File: src/rtl/control_sequencer.sv
// SAP-1 controller/sequencer: six-state T-state ring with opcode decode driving
// the program counter, MAR, RAM, IR, A/B, ALU and output-register control lines.
module control_sequencer #(
   parameter int OPCODE_W = 4,
   parameter int NUM_T    = 6
) (
   input  logic                clock,
   input  logic                reset,
   input  logic                run,
   input  logic                step_mode,
   input  logic                step,
   input  logic [OPCODE_W-1:0] opcode,
   output logic [NUM_T-1:0]    t_state,
   output logic                pc_inc,
   output logic                pc_out,
   output logic                jump,
   output logic                mar_in,
   output logic                ram_out,
   output logic                ir_in,
   output logic                ir_out,
   output logic                a_in,
   output logic                a_out,
   output logic                b_in,
   output logic                alu_out,
   output logic                sub,
   output logic                out_in,
   output logic                halt
);

   typedef enum logic [2:0] {
      S_IDLE, S_T1, S_T2, S_T3, S_T4, S_T5, S_T6, S_HALT
   } state_t;

   localparam logic [OPCODE_W-1:0] OP_LDA = OPCODE_W'(4'b0000);
   localparam logic [OPCODE_W-1:0] OP_ADD = OPCODE_W'(4'b0001);
   localparam logic [OPCODE_W-1:0] OP_SUB = OPCODE_W'(4'b0010);
   localparam logic [OPCODE_W-1:0] OP_JMP = OPCODE_W'(4'b0011);
   localparam logic [OPCODE_W-1:0] OP_OUT = OPCODE_W'(4'b1110);
   localparam logic [OPCODE_W-1:0] OP_HLT = OPCODE_W'(4'b1111);

   state_t state;
   logic   step_q;
   logic   adv;

   // In step mode only the rising edge of the button advances; holding it counts once.
   assign adv = step_mode ? (step & ~step_q) : 1'b1;

   always_ff @(posedge clock or negedge reset) begin
      if (!reset) begin
         state  <= S_IDLE;
         step_q <= 1'b0;
      end else begin
         step_q <= step;
         case (state)
            S_IDLE: if (run) state <= S_T1;
            S_T1:   if (adv) state <= S_T2;
            S_T2:   if (adv) state <= S_T3;
            S_T3:   if (adv) state <= S_T4;
            S_T4:   if (adv) state <= (opcode == OP_HLT) ? S_HALT : S_T5;
            S_T5:   if (adv) state <= S_T6;
            S_T6:   if (adv) state <= S_T1;
            S_HALT: state <= S_HALT;
            default: state <= S_IDLE;
         endcase
      end
   end

   always_comb begin
      t_state = '0;
      case (state)
         S_T1: t_state[0] = 1'b1;
         S_T2: t_state[1] = 1'b1;
         S_T3: t_state[2] = 1'b1;
         S_T4: t_state[3] = 1'b1;
         S_T5: t_state[4] = 1'b1;
         S_T6: t_state[5] = 1'b1;
         default: t_state = '0;
      endcase
   end

   // Controls fire only on the advancing clock, so a stalled step cycle is quiet.
   always_comb begin
      pc_inc  = 1'b0;
      pc_out  = 1'b0;
      jump    = 1'b0;
      mar_in  = 1'b0;
      ram_out = 1'b0;
      ir_in   = 1'b0;
      ir_out  = 1'b0;
      a_in    = 1'b0;
      a_out   = 1'b0;
      b_in    = 1'b0;
      alu_out = 1'b0;
      sub     = 1'b0;
      out_in  = 1'b0;
      halt    = (state == S_HALT);
      if (adv) begin
         case (state)
            S_T1: begin pc_out = 1'b1; mar_in = 1'b1; end
            S_T2: pc_inc = 1'b1;
            S_T3: begin ram_out = 1'b1; ir_in = 1'b1; end
            S_T4: begin
               if (opcode == OP_LDA || opcode == OP_ADD || opcode == OP_SUB) begin
                  ir_out = 1'b1; mar_in = 1'b1;
               end else if (opcode == OP_JMP) begin
                  ir_out = 1'b1; jump = 1'b1;
               end else if (opcode == OP_OUT) begin
                  a_out = 1'b1; out_in = 1'b1;
               end else if (opcode == OP_HLT) begin
                  halt = 1'b1;
               end
            end
            S_T5: begin
               if (opcode == OP_LDA) begin
                  ram_out = 1'b1; a_in = 1'b1;
               end else if (opcode == OP_ADD || opcode == OP_SUB) begin
                  ram_out = 1'b1; b_in = 1'b1; sub = (opcode == OP_SUB);
               end
            end
            S_T6: begin
               if (opcode == OP_ADD || opcode == OP_SUB) begin
                  alu_out = 1'b1; a_in = 1'b1; sub = (opcode == OP_SUB);
               end
            end
            default: ;
         endcase
      end
   end

endmodule

File: config.mk
export PLATFORM = sky130hd
export DESIGN_NAME = control_sequencer
export DESIGN_NICKNAME = d
export VERILOG_FILES = /design/src/rtl/control_sequencer.sv
export SDC_FILE = /design/constraint.sdc
export NUM_CORES = 1
export LEC_CHECK = 0
export ABC_CLOCK_PERIOD_IN_PS = 3000
export CAP_MARGIN = 20
export CORE_MARGIN = 8
export CORE_UTILIZATION = 25
export CTS_CLUSTER_SIZE = 30
export DETAILED_ROUTE_END_ITERATION = 16
export PLACE_DENSITY = 0.64
export SLEW_MARGIN = 30
export SYNTH_ARGS = -nofsm -noshare
export SYNTH_HDL_FRONTEND = slang
export SYNTH_SLANG_ARGS = --single-unit
File: constraint.sdc
create_clock -name clock -period 3 [get_ports clock]
set_input_delay 0.9 -clock clock [delete_from_list [all_inputs] [get_ports clock]]
set_output_delay 0.9 -clock clock [all_outputs]
set_load 0.01 [all_outputs]
### Word level (Yosys, flattened, before mapping)

Cells that the tools add are included.

| word-level totals | value |
|---|---|
| output and inout port bits | 20 |
| word-level logic and storage cells | 85 |
| input bits | 9 |
| flip-flop bits (word level) | 4 |

| operators by class | value |
|---|---|
| bitwise gates (word level) | 2 |
| reductions and logical operators | 6 |
| multiplexer cells | 56 |
| eq/ne operators | 19 |

Operator list:

| kind | number |
|---|---|
| $mux 1 | 43 |
| $pmux 3 s8 | 1 |
| $mux 3 | 7 |
| $ne 2x2->1 const B | 7 |
| $eq 3x3->1 const B | 4 |
| $eq 4x2->1 const B | 2 |
| $eq 4x4->1 const B | 2 |
| $pmux 1 s2 | 4 |
| $reduce_and 7->1 | 1 |
| $eq 3x2->1 const B | 2 |
| $eq 4x1->1 const B | 1 |
| $logic_not 4->1 | 1 |
| $eq 3x1->1 const B | 1 |
| $logic_not 3->1 | 1 |
| $logic_or 1x1->1 | 3 |
| $mux 2 | 1 |
| $and 1x1->1 | 1 |
| $not 1->1 | 1 |

### Longest topological paths before layout

| depth | value |
|---|---|
| depth in word-level cells | 7 |
| depth in mapped cells | 5 |
| mapped depth without buffers | 4 |

### Worst setup path before layout

OpenSTA, ideal clock, no wires.

| timing | value |
|---|---|
| path type | input -> output |
| from | input step |
| to | output out_in |
| path buffers | 1 |
| data required time | 2100 ps |
| slack | 254 ps |
| arrival | 1846 ps |
| cell stages on the path | 5 |
| path through | nand2b_1 > nand2_1 > nand2_1 > nor4_1 > buf_4 |

| on the way | value |
|---|---|
| longest elaborated chain between the ends | 3 |

RTL lines:

| what | line | text |
|---|---|---|
| start, declared | 11 | `input logic step,` |
| $and 1x1->1 | 46 | `assign adv = step_mode ? (step & ~step_q) : 1'b1;` |
| $mux 1 | 46 |  |
| $mux 1 | - |  |
| end, declared | 26 | `output logic out_in,` |

No other way between the ends.

### Worst setup path in the final report

| timing | value |
|---|---|
| from | input opcode[3] |
| to | output b_in |

| on the way | value |
|---|---|
| longest elaborated chain between the ends | 6 |
| elaborated cells on any way between the ends | 8 |
| those cells by class | eq/ne (2); mux (4); reduce/logical (2) |

RTL lines:

| what | line | text |
|---|---|---|
| start, declared | 12 | `input logic [OPCODE_W-1:0] opcode,` |
| $eq 4x1->1 or $eq 4x2->1 (tied branches) | 116 | `end else if (opcode == OP_ADD \|\| opcode == OP_SUB) begin` |
| $logic_or 1x1->1 | 116 |  |
| $mux 1 | 116 |  |
| $mux 1 * | 114 | `if (opcode == OP_LDA) begin` |
| $mux 1 * | 98 | `case (state)` |
| $mux 1 * | 97 | `if (adv) begin` |
| end, declared | 23 | `output logic b_in,` |

Mark *: on every way between the ends. The rest lies on a longest branch, timed or not.

==> results.json <==
{
  "drv_slew": 0,
  "hold_depth": 2,
  "switching_share_pct": 44.29,
  "area_growth_pct": 85.60,
  "root_buffer": "clkbuf_4",
  "cp.required_ns": 2.10,
  "pwr-share-clk_pct": 10.2,
  "ff2ff_setup_slack_ns": 1.57,
  "fin_skew_ns": 0.001146,
  "min_period_over_period_pct": 98.59,
  "worstPathMaxFanout": 4,
  "routed-via-count": 586,
  "cts_hold_buf": 0,
  "final_cell_mix": "14 x nor2_1, 14 x buf_2, 10 x buf_4, 9 x clkdlybuf4s50_1",
  "hp-class": "reg2reg",
  "finalInstanceArea_um2": 838.3,
  "num_antenna_cells": 0,
  "syn_inst": 63,
  "r2r_end": "state[2]",
  "wl_met1_um": 757,
  "grt_pass1_vias": 641,
  "path_cells": "dlygate4sd2_1, or3b_4, nor4_2, buf_2",
  "wl_per_cell_um": 12.66,
  "grt_pass1_wl_um": 2863,
  "drc": 0,
  "ys_ff_latch": 4,
  "cts_made_buffers": 3,
  "fmax_mhz": 338.1,
  "syn_avg_cell_area_um2": 7.170,
  "status": "finished clean",
  "p_sw_mw": 0.2852,
  "globalRouteTotalUtil_pct": 10.45,
  "synth_area_um2": 451.7,
  "finalPower_mw": 0.6440,
  "fp.dieH_um": 58.51,
  "wl_met3_um": 135,
  "min_period_ns": 2.958,
  "highest_layer": "met4",
  "grt_start_max_net_pins": 14,
  "placed_cell_area_um2": 825.8,
  "drive_gt1_share_pct": 43.69,
  "synth-compound-area-share_pct": 16.62,
  "synthMuxAreaShare_pct": 2.493,
  "die_width_um": 58.51,
  "setup_viol": 0,
  "ys_types": 29,
  "clkTransAtPathRegs_ns": 0.04,
  "ff2ff_path_depth": 7,
  "grt_setup_unrepaired": "yes",
  "finalWirelength_um": 1621,
  "num-fill-cells": 183,
  "detail-route-antenna-nets": 0,
  "critPathSlowestCell": "or3b_4",
  "hold_viol": 0,
  "setup.worst_path.class": "in2out",
  "drv_cap": 0,
  "dp_hpwl_um": 1250,
  "syn_nets": 72,
  "dieArea_mm2": 0.003423,
  "coreArea_mm2": 0.001708,
  "antenna_found_initial": 0,
  "cts_max_level": 1,
  "initial_core_util_pct": 26.45,
  "cts_max_path_buffers": 2,
  "r2r_start": "step_q",
  "place_congestion": 0.8135,
  "drtIter0Drc": 12,
  "nets": 114,
  "clkSinkCount": 4,
  "seq_area_frac_synth_pct": 22.16,
  "grt-ovfl-total": 0,
  "met2_length_um": 713,
  "slew_headroom_pct": 75.96,
  "ys_warn_count": 0,
  "ios": 29,
  "ir_worst_vdd_v": 0.0004138,
  "p_leak_nw": 0.3989,
  "hp-start": "state[0]",
  "slowest_delay_ns": 0.44,
  "synth_top_family_by_area": "simple AND/OR/NAND/NOR gates",
  "viasPerCell": 4.578,
  "worst_slew_pin_slew_ns": 0.3606,
  "crit_path_end_kind": "primary output",
  "synthSimpleGateAreaFrac_pct": 47.92,
  "clock_latency_ns": 0.23,
  "io_buffers": 28,
  "seq_power_share_pct": 17.2,
  "p_int_mw": 0.3588,
  "power_frac_comb_pct": 72.5,
  "synth_xor_area_share_pct": 3.878,
  "first_pass_iters": 4,
  "powerDensity_mw_per_mm2": 768.3,
  "num_rows": 15,
  "cts_tree": "done",
  "cp.arrival_ns": 2.06,
  "synth-adder-area-share_pct": 0,
  "utilization_pct": 49.08,
  "hold_end": "state[1]",
  "cp-start-kind": "primary input"
}
==> power by group through the flow <==
stage                     combinational (mW)  clock, mW  sequential [mW]
final                                  0.467     0.0658            0.111
after global routing                   0.523     0.0733            0.116
after global placement                 0.467          0            0.110
after floorplan                        0.280          0           0.0943
after CTS                              0.457     0.0691            0.110
after detailed placement               0.471          0            0.110
==> timing repair <==
| item | in CTS | in global routing |
|---|---|---|
| pin swaps | 3 | 2 |
| setup buffers | 0 | 1 |
| resized for setup | 66 | 10 |
| endpoints found under the setup margin | 14 | 12 |
==> sequential cells by signal, summed over array words and instances (netlist names) <==
| name | flops |
|---|---|
| state | 3 |
| step_q | 1 |
==> routing by layer <==
metal,up-vias,track usage [%]
met5,-,0
met4,0,5.245
met3,2,3.913
met2,22,15.75
met1,258,12.61
li1,304,-
==> worst max-delay path, delay by kind of cell <==
| family | cells | cell delay (ns) |
|---|---|---|
| buffers and inverters | 2 | 0.45 |
| AND/OR/NAND/NOR | 2 | 0.71 |
==> stage by stage <==
| stage | hold slack (ns) | setup TNS (ns) | instances | setup slack, ns |
|---|---|---|---|---|
| finish | 0.7115 | 0 | 128 | 0.04231 |
| global route | 0.7635 | -0.005422 | 128 | -0.005422 |
| CTS | 0.7090 | -0.0007965 | 127 | -0.0007965 |
| detailed placement | 0.7007 | -6.524 | 124 | -0.5746 |
| global placement | 0.6987 | -6.456 | 124 | -0.5534 |
| floorplan | 0.6044 | 0 | 63 | 0.2542 |
==> how the worst max path moves through the flow <==
stage	from	endpoint	slack [ns]	cells past startpoint
final	opcode[3]	b_in	0.04	4
after CTS	step	sub	-0.0008	5
after detailed placement	opcode[3]	b_in	-0.57	4
after global routing	opcode[3]	b_in	-0.005	4
after floorplan	step	out_in	0.25	5
after global placement	opcode[3]	sub	-0.55	4
==> synthesized netlist by cell type <==
master | n | area, um2
o41ai_1 | 1 | 8.760
mux2_2 | 1 | 11.26
and2_0 | 1 | 6.260
nor4_1 | 1 | 6.260
clkinv_1 | 1 | 3.750
xnor2_1 | 2 | 17.52
buf_2 | 1 | 5.000
a22o_1 | 1 | 8.760
nor4_2 | 2 | 25.02
dfrtp_1 | 4 | 100.1
buf_4 | 1 | 7.510
and3_1 | 1 | 6.260
a21oi_1 | 3 | 15.01
nand2b_1 | 4 | 25.02
a21boi_0 | 1 | 7.510
a221o_1 | 1 | 10.01
or2_2 | 1 | 6.260
nand4_1 | 1 | 6.260
nor2_1 | 14 | 52.55
nor3_1 | 5 | 25.02
or3b_4 | 1 | 11.26
a2bb2oi_1 | 1 | 8.760
a31oi_1 | 1 | 6.260
nand2_1 | 7 | 26.28
buf_6 | 1 | 11.26
nand2b_4 | 1 | 13.76
o21ai_0 | 2 | 10.01
or3_1 | 1 | 6.260
clkbuf_1 | 1 | 3.750
==> final cells by class <==
class	instances	area [um2]	share of cell area, %
Clock buffer	3	22.52	2.687
Sequential cell	4	100.1	11.94
Multi-Input combinational cell	54	364.1	43.43
Inverter	1	3.754	0.4478
Tap cell	25	31.28	3.731
Timing Repair Buffer	41	316.6	37.76
==> kinds of logic (layout without fill, tap and decap cells) <==
kind of cell	after synthesis	in the layout
simple gates	40	40
compound gates	11	11
buf+inv	5	45
flops	4	4
xor+xnor	2	2
mux	1	1
No activity file was read; power rests on OpenSTA's default activity.
